File: src/rtl/reg_shift_bank.sv
`default_nettype none
// ==========================================================================
// reg_shift_bank: WIDTH x DEPTH shift bank with ordered pop, indexed read
// and drop/overwrite full policy. Macro REG_SHIFT_BANK_STATS_EN adds counters.
// Revision: 1.0
// ==========================================================================
module reg_shift_bank #(
  parameter int WIDTH = 32,
  parameter int DEPTH = 32,
  parameter int IDX_W = $clog2(DEPTH),
  parameter int CNT_W = $clog2(DEPTH + 1)
) (
  input  logic                     clk_i,
  input  logic                     rst_i,
  input  logic                     clear_i,
  input  logic                     push_i,
  input  logic [WIDTH-1:0]         data_i,
  input  logic                     pop_i,
  input  logic                     mode_i,
  input  logic [IDX_W-1:0]         rd_idx_i,
  output logic [WIDTH-1:0]         rd_data_o,
  output logic [WIDTH-1:0]         pop_data_o,
  output logic                     pop_valid_o,
  output logic [CNT_W-1:0]         count_o,
  output logic                     full_o,
  output logic                     empty_o,
  output logic                     drop_o,
  output logic [DEPTH*WIDTH-1:0]   data_o,
  output logic [15:0]              push_cnt_o,
  output logic [15:0]              drop_cnt_o
);

  localparam logic [CNT_W-1:0] C_ONE   = CNT_W'(1);
  localparam logic [CNT_W-1:0] C_DEPTH = CNT_W'(DEPTH);

  logic [DEPTH-1:0][WIDTH-1:0] ent_q;
  logic [DEPTH-1:0][WIDTH-1:0] ent_d;
  logic [CNT_W-1:0]            cnt_q;
  logic [CNT_W-1:0]            cnt_d;
  logic [WIDTH-1:0]            pop_data_q;
  logic [WIDTH-1:0]            pop_data_d;
  logic                        pop_valid_q;
  logic                        pop_valid_d;
  logic                        drop_q;
  logic                        drop_d;

  logic                        w_full;
  logic                        w_pop_acc;
  logic                        w_push_acc;
  logic                        w_push_drop;
  logic [IDX_W-1:0]            w_oldest_idx;

  assign w_full       = (cnt_q == C_DEPTH);
  assign w_pop_acc    = pop_i && (cnt_q != '0);
  // A simultaneous pop frees the slot, so a full bank still accepts the push.
  assign w_push_acc   = push_i && (!w_full || mode_i || w_pop_acc);
  assign w_push_drop  = push_i && !w_push_acc;
  assign w_oldest_idx = IDX_W'(cnt_q - C_ONE);

  always_comb begin
    ent_d       = ent_q;
    cnt_d       = cnt_q;
    pop_data_d  = pop_data_q;
    pop_valid_d = 1'b0;
    drop_d      = 1'b0;
    if (clear_i) begin
      ent_d      = '0;
      cnt_d      = '0;
      pop_data_d = '0;
    end else begin
      if (w_pop_acc) begin
        pop_data_d = ent_q[w_oldest_idx];
      end
      if (w_push_acc) begin
        for (int i = 1; i < DEPTH; i++) begin
          ent_d[i] = ent_q[i-1];
        end
        ent_d[0] = data_i;
      end
      if (w_push_acc && !w_pop_acc && !w_full) begin
        cnt_d = cnt_q + C_ONE;
      end else if (w_pop_acc && !w_push_acc) begin
        cnt_d = cnt_q - C_ONE;
      end
      // Everything at or beyond the new count is scrubbed, keeping stale data invisible.
      for (int i = 0; i < DEPTH; i++) begin
        if (CNT_W'(i) >= cnt_d) begin
          ent_d[i] = '0;
        end
      end
      pop_valid_d = w_pop_acc;
      drop_d      = w_push_drop;
    end
  end

  always_ff @(posedge clk_i or negedge rst_i) begin
    if (!rst_i) begin
      ent_q       <= '0;
      cnt_q       <= '0;
      pop_data_q  <= '0;
      pop_valid_q <= 1'b0;
      drop_q      <= 1'b0;
    end else begin
      ent_q       <= ent_d;
      cnt_q       <= cnt_d;
      pop_data_q  <= pop_data_d;
      pop_valid_q <= pop_valid_d;
      drop_q      <= drop_d;
    end
  end

  assign rd_data_o   = (CNT_W'(rd_idx_i) < cnt_q) ? ent_q[rd_idx_i] : '0;
  assign pop_data_o  = pop_data_q;
  assign pop_valid_o = pop_valid_q;
  assign count_o     = cnt_q;
  assign full_o      = w_full;
  assign empty_o     = (cnt_q == '0);
  assign drop_o      = drop_q;
  assign data_o      = ent_q;

`ifdef REG_SHIFT_BANK_STATS_EN
  logic [15:0] push_cnt_q;
  logic [15:0] push_cnt_d;
  logic [15:0] drop_cnt_q;
  logic [15:0] drop_cnt_d;

  always_comb begin
    push_cnt_d = push_cnt_q;
    drop_cnt_d = drop_cnt_q;
    if (clear_i) begin
      push_cnt_d = '0;
      drop_cnt_d = '0;
    end else begin
      if (w_push_acc && (push_cnt_q != 16'hFFFF)) push_cnt_d = push_cnt_q + 16'd1;
      if (w_push_drop && (drop_cnt_q != 16'hFFFF)) drop_cnt_d = drop_cnt_q + 16'd1;
    end
  end

  always_ff @(posedge clk_i or negedge rst_i) begin
    if (!rst_i) begin
      push_cnt_q <= '0;
      drop_cnt_q <= '0;
    end else begin
      push_cnt_q <= push_cnt_d;
      drop_cnt_q <= drop_cnt_d;
    end
  end

  assign push_cnt_o = push_cnt_q;
  assign drop_cnt_o = drop_cnt_q;
`else
  assign push_cnt_o = '0;
  assign drop_cnt_o = '0;
`endif

endmodule
`default_nettype wire

File: config.mk
export PLATFORM = sky130hd
export DESIGN_NAME = reg_shift_bank
export DESIGN_NICKNAME = d
export VERILOG_FILES = /design/src/rtl/reg_shift_bank.sv
export SDC_FILE = /design/constraint.sdc
export NUM_CORES = 2
export LEC_CHECK = 0
export BUFFER_PORTS_ARGS = -buffer_cell sky130_fd_sc_hd__buf_2
export CORE_AREA = 2 2 454 456
export CTS_CLUSTER_SIZE = 12
export DETAILED_ROUTE_END_ITERATION = 12
export DIE_AREA = 0 0 456 458
export PLACE_DENSITY_LB_ADDON = 0.15
export RECOVER_POWER = 100
export SYNTH_ARGS = -nofsm -noshare
export SYNTH_HDL_FRONTEND = slang
export SYNTH_SLANG_ARGS = --single-unit
File: constraint.sdc
create_clock -name clk_i -period 3.3 [get_ports clk_i]
set_input_delay 0.33 -clock clk_i [delete_from_list [all_inputs] [get_ports clk_i]]
set_output_delay 0.33 -clock clk_i [all_outputs]
set_load 0.005 [all_outputs]
==> metrics.yaml <==
status: "finished, violations left"
violations: "capacitance limit, slew limit, setup timing"
yosys_warnings: 0
clk_pin_slew_worst_paths_ps: 60
timing.final.crit_share: 1.05
worstSetupPathType: "flop to output port"
ir_drop_mv: 0.693
initial_utilization: 0.292
clock_latency_ps: 840
power.density_nw_per_um2: 572
track_usage: 0.337
holdWs_ps: 165
setup_tns_ps: -2740
drc: 0
drive_gt1_frac: 0.273
dpl.hpwl_um: 267000
fin_ws_ps: -155
wl_per_cell_um: 36.8
port_buffers: 1140
final.min_clock_period_ps: 3450
gp_congestion: 0.934
use_met3: 0.0758
wl_um: 362000
setup_viol: 31
drtAntennaViolNets: 0
final_common_cell: "nand2_1"
via_count: 57330
die_w_um: 456
worstPathMaxFanout: 2
use_met1: 0.406
dieArea_sq_um: 209000
stdcell_area_sq_um: 76800
ys_ff_latch: 1064
ys_seq_area_frac: 0.447
hold_viol_final: 0
grt_overflow: 0
drt_first_pass_iters: 6
cp.arrival_ps: 3120
max_cap_viol_count: 1
rsz0062_at_grt: "true"
clock_skew_ps: 54.1
syn2layout_area_growth_pct: 29.0
grt_max_degree: 128
synth.cell_area_sq_um: 59500
syn_inst: 5677
synth_ff_type: "dfrtp_1"
cp.required_ps: 2970
multi_input_area_sq_um: 31500
fin_nets: 7079
worst_pin_slew_ps: 2790
first_global_vias: 54589
finalPower_mw: 43.9
cts_max_path_buffers: 3
synth.distinct_cells: 71
viasPerCell: 5.83
cp-start-kind: "flop"
min_path_type: "input pin to flop"
worstSetupEndpointType: "output port"
grt.busiest_layer: "met2"
ys_async_sr_fraction: 1.00
cts_buffers: 139
grt_pass1_wl_um: 491000
grt_antenna_before_repair: 23
cts_htree_levels: 4
root_buffer: "clkbuf_16"
leakage_nw: 31.3
filler_cell_count: 20571
first_iter_violations: 7063
final_cell_mix: "nand2_1, dfrtp_1, a21oi_1"
dpl_cell_area_sq_um: 72200
max-slew-margin-rel: -0.861
cts.sinks: 1064
grtUsageMet2: 0.540
synth_edf_count: 0
row_count: 166
core-area_sq_um: 204000
pin_count: 1173
final-seq-area_sq_um: 26600
synth.avg_cell_area_sq_um: 10.5
cts_tree: "done"
max_freq_ghz: 0.289
fin_util: 0.377
fp.dieH_um: 458
final_max_slew_viol_count: 64
==> per-stage QoR <==
stage               worst slack, ps  instances
detailed placement             -630       9500
global route                   -186       9827
global placement               -616       9500
CTS                            -164       9818
finish                         -155       9835
floorplan                      84.2       5708
==> metal layers <==
| metal | routed length, um | up-vias |
|---|---|---|
| li1 | - | 23164 |
| met4 | 28700 | 8 |
| met2 | 171000 | 3323 |
| met1 | 133000 | 30102 |
| met3 | 30000 | 733 |
| met5 | 57 | - |
==> registers in the layout (all words and copies together) (netlist names) <==
name	count
pop_valid_o	1
count_o	6
data_o	1024
drop_o	1
pop_data_o	32
==> report_power, final <==
group / internal (mW) / switching (mW) / total, mW
combinational: 4.71 / 10.1 / 14.8
clock: 8.91 / 6.59 / 15.5
sequential: 13.3 / 0.342 / 13.6
total: 26.9 / 17.0 / 43.9
==> path summary, 6_finish.rpt <==
path	from	end	slack (ps)	cells past startpoint
max	data_o[108]	rd_data_o[12]	-150	8
min	push_i	count_o[4]	170	3
max reg2reg	count_o[0]	pop_data_o[26]	-40	10
min reg2reg	pop_data_o[4]	pop_data_o[4]	550	2
max in group asynchronous	rst_i	data_o[627]	230	3
min in group asynchronous	rst_i	data_o[927]	910	2
==> synthesized netlist by cell type, types with 8 or more instances <==
cell,number,area share
nand2_1,1577,0.099
dfrtp_1,1064,0.45
a21oi_1,879,0.074
mux4_2,545,0.21
clkbuf_1,347,0.022
mux2i_1,320,0.054
nor3_1,262,0.022
buf_2,144,0.012
nor2_1,111,0.0070
a211oi_1,65,0.0082
buf_1,43,0.0027
buf_4,34,0.0043
nor2b_1,34,0.0036
mux2_2,33,0.0062
o221ai_1,33,0.0049
a22o_1,32,0.0047
nor4_1,32,0.0034
inv_1,8,0.00050
==> worst max-delay path, stage by stage (launching register included) <==
cell	delay (ps)
dfrtp_1	390
mux4_2	530
nor2b_4	160
a211oi_4	440
buf_4	220
a211oi_1	50
a21oi_2	250
a21oi_2	80
buf_2	170
==> logic make-up after synthesis <==
logic type | synth area share
AOI/OAI and AO/OA | 0.101
and+or+nand+nor | 0.141
DFF | 0.447
adders and majority gates | 0.00147
other | 0.0000630
buffers and inverters | 0.0418
muxes | 0.266
xor gates and xnor gates | 0.000736
==> area by class of cell <==
cell class,count,share of cell area
clock inverter,39,0.00549
timing repair buffer,1747,0.139
tap,2688,0.0438
antenna,13,0.000424
sequential,1064,0.347
multi-input combinational,4065,0.410
clock buffer,207,0.0533
inverter,12,0.000587
==> what timing repair did <==
item                       in CTS  in global routing
pin swaps                      23                 12
setup endpoints to repair     108                243
gates cloned                    4                  0
buffers inserted               34                  4
resized for setup             188                 34
hold endpoints to repair       97                  0
hold buffers                   35                  0
Note: power is estimated with default switching activity, not from simulation.
